$ cat config.mk
export PLATFORM = sky130hd
export DESIGN_NAME = hms_counter
export DESIGN_NICKNAME = d
export VERILOG_FILES = /design/src/rtl/watch_pkg.sv /design/src/rtl/mod_counter.sv /design/src/rtl/hms_counter.sv
export SDC_FILE = /design/constraint.sdc
export NUM_CORES = 1
export LEC_CHECK = 0
export CORE_MARGIN = 10
export CORE_UTILIZATION = 45
export DETAILED_ROUTE_END_ITERATION = 8
export PLACE_DENSITY = 0.8
export SETUP_SLACK_MARGIN = 0.1
export SYNTH_ARGS = -nofsm -noshare
export SYNTH_HDL_FRONTEND = slang
export SYNTH_SLANG_ARGS = --single-unit
$ cat constraint.sdc
create_clock -name clk -period 2.8 [get_ports clk]
set_input_delay 0.56 -clock clk [delete_from_list [all_inputs] [get_ports clk]]
set_output_delay 0.56 -clock clk [all_outputs]
set_load 0.01 [all_outputs]
$ cat src/rtl/watch_pkg.sv
// Shared constants for the watch timekeeping stages: field moduli, FSM states
// and adjust-select codes.
package watch_pkg;

  localparam int SEC_MOD = 60;
  localparam int MIN_MOD = 60;

  typedef enum logic {
    ST_RUN = 1'b0,
    ST_ADJ = 1'b1
  } hms_state_t;

  localparam logic [1:0] ADJ_SEC  = 2'd0;
  localparam logic [1:0] ADJ_MIN  = 2'd1;
  localparam logic [1:0] ADJ_HOUR = 2'd2;
  localparam logic [1:0] ADJ_NONE = 2'd3;

endpackage

$ cat src/rtl/mod_counter.sv
// Modulo-MOD up-counter with clear/load/increment priority.
// The wrap output flags an increment from MOD-1 this cycle.
module mod_counter #(
  parameter int WIDTH = 6,
  parameter int MOD   = 60
) (
  input  logic             clk,
  input  logic             reset_n,
  input  logic             clear,
  input  logic             load,
  input  logic [WIDTH-1:0] load_val,
  input  logic             inc,
  output logic [WIDTH-1:0] count,
  output logic             wrap
);

  localparam logic [WIDTH-1:0] LAST = WIDTH'(MOD - 1);

  assign wrap = inc && (count == LAST);

  always_ff @(posedge clk or negedge reset_n) begin
    if (!reset_n) begin
      count <= '0;
    end else if (clear) begin
      count <= '0;
    end else if (load) begin
      count <= load_val;
    end else if (inc) begin
      count <= wrap ? '0 : count + WIDTH'(1);
    end
  end

endmodule

$ cat src/rtl/hms_counter.sv
// Hours:minutes:seconds time of day driven by the one-second tick, with clear,
// validated load and a frozen field-by-field adjust mode.
//
// state  | meaning
// ST_RUN | ticks advance the time, carries ripple sec->min->hour
// ST_ADJ | time frozen, i_adj_inc bumps the selected field only
module hms_counter
  import watch_pkg::*;
#(
  parameter int SEC_BIT  = 6,
  parameter int MIN_BIT  = 6,
  parameter int HOUR_BIT = 6,
  parameter int HOUR_MAX = 24
) (
  input  logic                clk,
  input  logic                reset_n,
  input  logic                i_sec_tick,
  input  logic                i_clear,
  input  logic                i_load,
  input  logic [SEC_BIT-1:0]  i_load_sec,
  input  logic [MIN_BIT-1:0]  i_load_min,
  input  logic [HOUR_BIT-1:0] i_load_hour,
  input  logic                i_adj_en,
  input  logic [1:0]          i_adj_sel,
  input  logic                i_adj_inc,
  output logic [SEC_BIT-1:0]  o_sec,
  output logic [MIN_BIT-1:0]  o_min,
  output logic [HOUR_BIT-1:0] o_hour,
  output logic                o_min_tick,
  output logic                o_hour_tick,
  output logic                o_day_tick,
  output logic                o_adj_mode,
  output logic                o_load_err
);

  hms_state_t state, state_nxt;

  logic run, busy, load_ok, load_acc, load_bad;
  logic adj_inc;
  logic sec_inc, min_inc, hour_inc;
  logic sec_wrap, min_wrap, hour_wrap;

  always_ff @(posedge clk or negedge reset_n) begin
    if (!reset_n) begin
      state <= ST_RUN;
    end else begin
      state <= state_nxt;
    end
  end

  always_comb begin
    state_nxt = state;
    case (state)
      ST_RUN:  if (i_adj_en)  state_nxt = ST_ADJ;
      ST_ADJ:  if (!i_adj_en) state_nxt = ST_RUN;
      default: state_nxt = ST_RUN;
    endcase
  end

  assign run      = (state == ST_RUN);
  assign busy     = i_clear || i_load;
  assign load_ok  = (32'(i_load_sec) < SEC_MOD) && (32'(i_load_min) < MIN_MOD) &&
                    (32'(i_load_hour) < HOUR_MAX);
  assign load_acc = i_load && !i_clear && load_ok;
  assign load_bad = i_load && !i_clear && !load_ok;
  assign adj_inc  = !run && !busy && i_adj_inc;

  // In adjust mode a field wrap must not carry, so carries are gated by run.
  assign sec_inc  = run ? (!busy && i_sec_tick) : (adj_inc && (i_adj_sel == ADJ_SEC));
  assign min_inc  = run ? sec_wrap : (adj_inc && (i_adj_sel == ADJ_MIN));
  assign hour_inc = run ? min_wrap : (adj_inc && (i_adj_sel == ADJ_HOUR));

  mod_counter #(.WIDTH(SEC_BIT), .MOD(SEC_MOD)) u_sec (
    .clk      (clk),
    .reset_n  (reset_n),
    .clear    (i_clear),
    .load     (load_acc),
    .load_val (i_load_sec),
    .inc      (sec_inc),
    .count    (o_sec),
    .wrap     (sec_wrap)
  );

  mod_counter #(.WIDTH(MIN_BIT), .MOD(MIN_MOD)) u_min (
    .clk      (clk),
    .reset_n  (reset_n),
    .clear    (i_clear),
    .load     (load_acc),
    .load_val (i_load_min),
    .inc      (min_inc),
    .count    (o_min),
    .wrap     (min_wrap)
  );

  mod_counter #(.WIDTH(HOUR_BIT), .MOD(HOUR_MAX)) u_hour (
    .clk      (clk),
    .reset_n  (reset_n),
    .clear    (i_clear),
    .load     (load_acc),
    .load_val (i_load_hour),
    .inc      (hour_inc),
    .count    (o_hour),
    .wrap     (hour_wrap)
  );

  always_ff @(posedge clk or negedge reset_n) begin
    if (!reset_n) begin
      o_min_tick  <= 1'b0;
      o_hour_tick <= 1'b0;
      o_day_tick  <= 1'b0;
      o_load_err  <= 1'b0;
    end else begin
      o_min_tick  <= run && sec_wrap;
      o_hour_tick <= run && min_wrap;
      o_day_tick  <= run && hour_wrap;
      o_load_err  <= load_bad;
    end
  end

  assign o_adj_mode = (state == ST_ADJ);

endmodule

# Word level (Yosys, flattened, before mapping)
# Index checks and enable logic that the tools add are counted.
classes:
  n_addsub: 3
  n_mux: 16
  reduce_logical: 25
  bitwise_logic: 1
  n_eq_ne: 5
  magnitude_cmp: 3
op_table:
  columns: ["op", "n"]
  rows:
  - ["6-bit 2-to-1 mux", 12]
  - ["6-bit by 1-bit adder with 6-bit output, second input constant", 3]
  - ["1-bit logical AND", 17]
  - ["6-bit equality test, second input constant", 2]
  - ["6-bit < comparator, second input constant", 2]
  - ["3-bit nonzero test", 3]
  - ["6-bit by 5-bit equality test with 1-bit output, second input constant", 1]
  - ["6-bit by 5-bit < comparator with 1-bit output, second input constant", 1]
  - ["1-bit 2-to-1 mux", 4]
  - ["1-bit zero test", 3]
  - ["2-bit by 1-bit equality test with 1-bit output, second input constant", 1]
  - ["2-bit equality test, second input constant", 1]
  - ["2-bit zero test", 1]
  - ["1-bit logical OR", 1]
  - ["1-bit NOT", 1]
totals:
  regBits: 23
  inputBits: 27
  elab_cells: 61

# Depth between registers and ports, before layout
# Gate-level depths: netlist of run 1.
logic_depth:
  word_depth: 15
  mapped_depth: 8

# Hierarchy
# Synthesis of run 1 repeated with hierarchy kept, for this count alone.
unflattened:
  hier_cells: 163
  hier_area_um2: 1485.2
modules_own_cells:
  columns: ["module", "seq_area_each_um2", "n_inst", "area_per_inst_um2", "cells_each"]
  rows:
  - ["mod_counter (u_min)", 150.1, 1, 425.4, 49]
  - ["mod_counter (u_sec)", 150.1, 1, 417.9, 48]
  - ["mod_counter (u_hour)", 150.1, 1, 382.9, 43]
  - ["hms_counter", 125.1, 1, 259.0, 23]

# Worst setup path after synthesis of run 1
# No wires, ideal clock.
synth_path:
  path_kind: "input to register"
  startpoint: "input port i_load"
  endpoint: "register u_sec.count[2]"
  slack_ns: 0.565
  t_required_ns: 2.701
  setup_ns: 0.099
  cell_stages: 6
  path_buffers: 2
  arrival_ns: 2.136
  cell_sequence: "buf_6 > or4b_4 > o31a_1 > buf_6 > or4_1 > a311oi_1"
synth_via:
  elab_chain_len: 11
synth_lines:
  columns: ["item", "line", "text"]
  rows:
  - ["start, declared", "hms_counter.sv:19", "input logic i_load,"]
  - ["1-bit logical OR", "hms_counter.sv:61", "assign busy = i_clear || i_load;"]
  - ["1-bit zero test", "hms_counter.sv:66, hms_counter.sv:69", null]
  - ["1-bit logical AND (2 in series)", "hms_counter.sv:66", "assign adj_inc = !run && !busy && i_adj_inc;"]
  - ["1-bit logical AND", "hms_counter.sv:69", "assign sec_inc = run ? (!busy && i_sec_tick) : (adj_inc && (i_adj_sel == ADJ_SEC));"]
  - ["1-bit 2-to-1 mux", "hms_counter.sv:69", null]
  - ["1-bit logical AND", "mod_counter.sv:19", "assign wrap = inc && (count == LAST);"]
  - ["6-bit 2-to-1 mux", "mod_counter.sv:29", "count <= wrap ? '0 : count + WIDTH'(1);"]
  - ["6-bit 2-to-1 mux", "mod_counter.sv:28", "end else if (inc) begin"]
  - ["6-bit 2-to-1 mux", "mod_counter.sv:26", "end else if (load) begin"]
  - ["6-bit 2-to-1 mux", "mod_counter.sv:24", "end else if (clear) begin"]
  - ["end signal, assigned", "mod_counter.sv:27", "count <= load_val;"]
  - ["end signal, assigned", "mod_counter.sv:29", null]
  - ["end, declared", "mod_counter.sv:13", "output logic [WIDTH-1:0] count,"]
# Parallel ways exist; a longest one is shown, timed or not. The select of a mux whose other input is x is not followed.
# A chain may end at the register's enable or synchronous reset.

# Worst setup path after layout of run 1
layout_path:
  startpoint: "input port i_load"
  endpoint: "register u_min.count[3]"
layout_via:
  elab_chain_len: 13
layout_lines:
  columns: ["item", "line", "text"]
  rows:
  - ["1-bit logical OR", "hms_counter.sv:61", null]
  - ["1-bit zero test", "hms_counter.sv:66, hms_counter.sv:69", null]
  - ["1-bit logical AND (2 in series)", "hms_counter.sv:66", null]
  - ["1-bit logical AND", "hms_counter.sv:69", null]
  - ["1-bit 2-to-1 mux", "hms_counter.sv:69", null]
  - ["1-bit logical AND", "mod_counter.sv:19", null]
  - ["1-bit 2-to-1 mux", "hms_counter.sv:70", "assign min_inc = run ? sec_wrap : (adj_inc && (i_adj_sel == ADJ_MIN));"]
  - ["1-bit logical AND", "mod_counter.sv:19", null]
  - ["6-bit 2-to-1 mux", "mod_counter.sv:29", null]
  - ["6-bit 2-to-1 mux", "mod_counter.sv:28", null]
  - ["6-bit 2-to-1 mux", "mod_counter.sv:26", null]
  - ["6-bit 2-to-1 mux", "mod_counter.sv:24", null]
  - ["end signal, assigned", "mod_counter.sv:27", null]
  - ["end signal, assigned", "mod_counter.sv:29", null]
  - ["end, declared", "mod_counter.sv:13", null]
# Parallel ways exist; a longest one is shown, timed or not. The select of a mux whose other input is x is not followed.

==> results of run 1 <==
==> registers in the layout (all words and copies together), names as in the netlist <==
name          flops
u_hour.count      6
u_min.count       6
u_sec.count       6
o_adj_mode        1
o_day_tick        1
o_hour_tick       1
o_load_err        1
o_min_tick        1
==> worst reg2reg max path, cell delays in order, from the launching register on <==
cell	delay (ps)
dfrtp_1	490
or4b_4	600
nor3_2	230
a21oi_1	180
buf_4	230
o211ai_1	220
o311ai_0	190
==> metrics by stage <==
step / setup WS, ps / power [uW] / util, %
floorplan: 565 / 416 / -
global placement: 148 / 507 / 66.1
detailed placement: 58.4 / 510 / 66.1
CTS: 399 / 665 / 66.9
global route: 252 / 689 / 66.9
finish: 381 / 659 / 66.9
==> path summary, 6_finish.rpt <==
check                           cells past startpoint         endpoint  slack, ps       startpoint
min in group clk                                    2  u_hour.count[5]        600  u_hour.count[5]
worst max-delay path                                7   u_min.count[3]        380           i_load
max in group asynchronous                           2   u_min.count[2]       1980          reset_n
worst min register to register                      2  u_hour.count[5]        600  u_hour.count[5]
worst max register to register                      6   u_min.count[3]        530       o_adj_mode
worst min-delay path                                2       o_load_err        590          reset_n
==> cells in the mapped netlist, types with 3 or more instances <==
cell type	number	area share, %
dfrtp_1	23	41
nor2_1	12	3.2
o211ai_1	4	2.1
ha_1	3	2.6
and4_1	3	1.9
nand3_1	9	3.2
clkbuf_1	4	1.1
o22ai_1	3	1.3
or4_1	4	2.1
a211oi_1	6	3.2
nor3b_1	4	2.1
nor3_1	10	3.5
nand2_1	16	4.2
o21ai_0	8	2.8
and3_1	4	1.8
a21oi_1	5	1.8
inv_1	6	1.6
nor2b_1	5	2.2
==> layout make-up <==
cell class,count,area share [%]
Inverter,6,1.11
Timing Repair Buffer,59,27.9
Sequential cell,23,28.4
Multi-Input combinational cell,125,38.6
Tap cell,44,2.72
Clock buffer,4,1.30
==> routing by layer <==
layer  part of all wire [%]  GRT usage [%]  up-vias
met5                      0              0        -
met4                    2.1           7.25        0
met3                    8.4           2.48        8
met2                     49           24.9       77
met1                     40           18.4      687
li1                       -              -      725
==> layout by cell type (no fill, tap or decap), drive strengths merged, types with 2 or more instances in the layout <==
master	count
clkdlybuf4s50	49
nor3	11
and4	3
a211oi	6
clkbuf	4
o21ai	8
nor2b	5
nand3	9
inv	6
or3	2
a31oi	2
nand2	16
o31ai	2
and3	4
buf	10
o311ai	2
dfrtp	23
nor2	12
a21oi	5
or4	4
a311oi	2
nor3b	4
o211ai	4
ha	3
o22ai	3
==> cell families after synthesis <==
family                   after synthesis
flip-flops                            23
AO/OA/AOI/OAI                         40
adder cells (fa/ha/maj)                3
multiplexers                           1
AND/OR/NAND/NOR                       81
buffers and inverters                 12
==> power by group through the flow <==
| stage | clock [uW] | combinational (uW) | sequential (uW) |
|---|---|---|---|
| after floorplan | 0 | 45.1 | 371 |
| after global placement | 0 | 139 | 368 |
| after detailed placement | 0 | 141 | 369 |
| after CTS | 161 | 142 | 362 |
| after global routing | 171 | 153 | 366 |
| final | 155 | 141 | 363 |
==> results_dict.tcl, run 1 <==
set metrics [dict create \
    postCtsSetupRepairBufs 0 \
    first_global_vias 1529 \
    cts_sinks 23 \
    drtAntennaViolNets 0 \
    ys_warn_count 0 \
    area_delta_synth_final_pct 43.0 \
    clkSlewWorstSetupHoldPaths_ps 120 \
    critPathMaxStageDelay_ps 550 \
    p_leak_uw 0.000793 \
    setup_violations 0 \
    synth_simple_gate_area_share_pct 32.7 \
    synthMuxAreaShare_pct 0.706 \
    fmax_ghz 0.413 \
    syn_inst 160 \
    fillers 244 \
    power_frac_seq_pct 55.1 \
    seqCellArea_um2 576 \
    port_buffers 49 \
    worstPathArrival_ps 2580 \
    fin_crit_sh_pct 86.4 \
    synth.avg_cell_area_um2 8.86 \
    start_util_pct 46.8 \
    cts_tree "yes" \
    cp-end-kind "register" \
    cp_slowest_cell "or4b_4" \
    dp_cells 257 \
    p_switching_uw 177 \
    fin_tns_setup_ps 0 \
    gp_congestion 0.910 \
    initialDrtViolationCount 123 \
    vias 1497 \
    cp.required_ps 2960 \
    viasPerCell 5.74 \
    grt-ovfl-total 0 \
    fp.dieArea_um2 5800 \
    dpl.hpwl_um 3520 \
    grt_antenna_before_repair 0 \
    chipHeight_um 76.1 \
    status "finished clean" \
    htreeDepth 1 \
    grt_pass1_wl_um 7400 \
    final_nets 248 \
    dieWidth_um 76.1 \
    pwr-share-clk_pct 23.6 \
    path_cells "clkdlybuf4s50_1 -> or4b_4 -> nor3_2 -> a21oi_1 -> buf_4 -> o211ai_1 -> o311ai_0" \
    start_kind "input pin" \
    cp_max_fo 8 \
    peakVddDrop_uv 175 \
    synth_ff_type "dfrtp_1" \
    cp_top_family "simple AND/OR/NAND/NOR gates" \
    synth_compound_area_share_pct 19.1 \
    clk_latency_ps 310 \
    synth-seq-cells 23 \
    cts_buffers 3 \
    swShare_pct 26.9 \
    synth_top_family_by_area "simple AND/OR/NAND/NOR gates" \
    drc 0 \
    worst-path-buf-inv 2 \
    syn_nets 190 \
    maxCapViolCount 0 \
    clockBufferDepth 2 \
    multi_input_area_um2 782 \
    synthAdderAreaFrac_pct 2.65 \
    grt.total_usage_pct 15.0 \
    criticalPathCategory "in2reg" \
    slew_violations 0 \
    dpl-instance-area_um2 2000 \
    worst_pin_slew_ps 670 \
    stdcell_count 261 \
    totalWireLength_um 4390 \
    seq_area_frac_synth_pct 40.6 \
    powerDensity_nw_per_um2 325 \
    holdWs_ps 591 \
    grt_start_max_net_pins 24 \
    rsz0062_at_grt "false" \
    post_cts_resize_count 0 \
    clock-root-buffer "clkbuf_4" \
    maxSlewHeadroom_pct 55.3 \
    syn-cell-area_um2 1420 \
    synthXorXnorAreaFrac_pct 0 \
    rows 20 \
    synth_cell_types 43 \
    core_um2 3030 \
    final_hold_viol_count 0 \
    stdcell_area_um2 2030 \
    power.internal_uw 482 \
    async_flop_share_pct 100 \
    pwr-share-comb_pct 21.4 \
    diodes 0 \
    cts.hold.buffers_added 0 \
    drive_above_1_share_pct 6.91 \
    finClkSkew_ps 1.12 \
    avgRoutedWirePerCell_um 16.8 \
    first_pass_iters 4 \
    finalCriticalPeriod_ps 2420 \
    synth_edf_count 0 \
    hold_path_class "in2async" \
    io_pins 50 \
]
(Power assumes the default switching activity.)
==> run 2: changes to the inputs <==
CORE_UTILIZATION = 40   (was 45)
PLACE_DENSITY = 0.75   (was 0.8)
clock period = 2.1 ns   (was 2.8 ns; I/O delays follow)
==> run 2 against run 1 <==
  * Clock skew up 10 ps
  * Sequential share of layout area fell by 3.1 points
  * Routed wire length increased by 13%
  * Power up 41%
  * Non-clock buffer count increased by 25
  * Register-to-register slack worse by 470 ps
  * Via count is 8.1% higher
  * Combinational power rose by 58%
  * Die area rose by 9.1%
  * Critical path type is now reg2reg
==> results_dict.tcl, run 2 (same netlist as run 1, synthesis figures left out) <==
set metrics [dict create \
    avgRoutedWirePerCell_um 17.2 \
    stdcell_area_um2 2270 \
    worst-path-buf-inv 1 \
    peakVddDrop_uv 266 \
    clockBufferDepth 2 \
    start_kind "register" \
    io_pins 50 \
    grt-ovfl-total 0 \
    drc 0 \
    hold_path_class "in2async" \
    dpl-instance-area_um2 2140 \
    fin_crit_sh_pct 97.2 \
    first_global_vias 1628 \
    cts_sinks 23 \
    power.internal_uw 659 \
    rows 21 \
    p_switching_uw 268 \
    status "finished clean" \
    rsz0062_at_grt "true" \
    worstPathArrival_ps 2330 \
    path_cells "or4b_4 -> nor3_4 -> buf_4 -> a21oi_4 -> or4_4 -> nand3_2" \
    grt_start_max_net_pins 24 \
    clk_latency_ps 340 \
    powerDensity_nw_per_um2 408 \
    rrSetupSlack_ps 60 \
    cts_tree "yes" \
    maxCapViolCount 0 \
    grt_antenna_before_repair 0 \
    fmax_ghz 0.490 \
    layout_common_cells "clkdlybuf4s50_1, buf_4, dfrtp_1, nand2_1, nor2_1" \
    drive_above_1_share_pct 21.1 \
    swShare_pct 28.9 \
    diodes 0 \
    grt_pass1_wl_um 7900 \
    cp-end-kind "register" \
    cp.required_ps 2390 \
    grt.total_usage_pct 15.4 \
    pwr-share-clk_pct 24.1 \
    dieWidth_um 79.5 \
    maxSlewHeadroom_pct 60.7 \
    final_hold_viol_count 0 \
    finClkSkew_ps 11.2 \
    htreeDepth 1 \
    cts_buffers 3 \
    core_um2 3390 \
    dpl.hpwl_um 3770 \
    totalWireLength_um 4960 \
    layout_setup_ws_ps 58.8 \
    finalCriticalPeriod_ps 2040 \
    fp.dieArea_um2 6330 \
    vias 1618 \
    start_util_pct 41.8 \
    pwr-share-comb_pct 24.1 \
    cp_slowest_cell "or4_4" \
    slew_violations 0 \
    top_regs "u_hour.count: 6 flops, u_min.count: 6 flops, u_sec.count: 6 flops" \
    place_ws_ps -387 \
    cp_top_family "simple AND/OR/NAND/NOR gates" \
    area_delta_synth_final_pct 60.4 \
    first_pass_iters 4 \
    final_common_cell "clkdlybuf4s50_1" \
    power_frac_seq_pct 51.8 \
    gp_congestion 0.928 \
    clkSlewWorstSetupHoldPaths_ps 140 \
    fillers 291 \
    critPathMaxStageDelay_ps 540 \
    initialDrtViolationCount 167 \
    final_nets 273 \
    p_leak_uw 0.000957 \
    holdWs_ps 419 \
    chipHeight_um 79.5 \
    viasPerCell 5.62 \
    port_buffers 49 \
    cp_max_fo 4 \
    criticalPathCategory "reg2reg" \
    setup_violations 0 \
    worst_pin_slew_ps 581 \
    drtAntennaViolNets 0 \
    clock-root-buffer "clkbuf_4" \
]
run 2: cell types whose count changed in the layout (fill, tap and decap cells not counted), sizes merged:
cell           previous run  this run
clkdlybuf4s50            49        46
dlygate4sd2               0         3
clkbuf                    4         3
buf                      10        35
clkinv                    0         1
run 2: worst register-to-register path: stages (launching register included):
cell,delay [ps]
dfrtp_1,450
or4b_4,530
nor3_4,230
buf_4,150
a21oi_4,40
or4_4,540
nand3_2,70
run 2: what timing repair did:
action / CTS / global route
buffers inserted: 2 / 5
setup endpoints to repair: 10 / 12
resized for setup: 10 / 10
endpoints found under the hold margin: 0 / 0
hold buffers: 0 / 0
pin swaps: 10 / 7
cloned: 0 / 1
run 2: final cells by class:
type	instances	area [um^2]	share of cell area [%]
inverter	6	22.5	0.991
clock buffer	3	22.5	0.991
timing repair buffer	84	754	33.2
sequential	23	576	25.3
tap	46	57.6	2.53
multi-input combinational	125	836	36.8
clock inverter	1	5.00	0.220
run 2: worst paths after layout:
check / start / to / depth (start not counted)
setup / recovery: o_adj_mode / u_min.count[5] / 6
hold / removal: reset_n / u_hour.count[5] / 2
setup reg to reg: o_adj_mode / u_min.count[5] / 6
hold reg to reg: u_sec.count[3] / u_sec.count[3] / 2
max in group asynchronous: reset_n / u_sec.count[2] / 2
min in group clk: i_adj_en / o_adj_mode / 1
run 2: power by group through the flow:
| stage | Sequential, uW | Combinational, uW | Clock, uW |
|---|---|---|---|
| final | 480 | 223 | 223 |
| after global routing | 483 | 242 | 244 |
| after CTS | 479 | 217 | 223 |
| after detailed placement | 488 | 215 | 0 |
| after global placement | 486 | 211 | 0 |
| after floorplan | 495 | 60.1 | 0 |
run 2: metrics by stage:
step	TNS, ps	util [%]	instances	total power, uW
after global routing	-16.0	67.1	288	969
final	0	67.1	288	927
after global placement	-3880	63.1	277	697
after CTS	0	65.0	283	919
after detailed placement	-4800	63.1	277	702
after floorplan	0	-	160	555
run 2: layer usage:
| layer | global-route usage, % | vias up | routed length (um) |
|---|---|---|---|
| li1 | - | 771 | - |
| met1 | 18.3 | 762 | 2130 |
| met2 | 25.8 | 78 | 2380 |
| met3 | 3.83 | 7 | 368 |
| met4 | 6.27 | 0 | 76 |
| met5 | 0 | - | 0 |
==> run 3: changes to the inputs <==
ABC_CLOCK_PERIOD_IN_PS = 2100   (was unset)
==> results of run 3 <==
No change in the layout: final DEF, timing and power equal those of run 2.
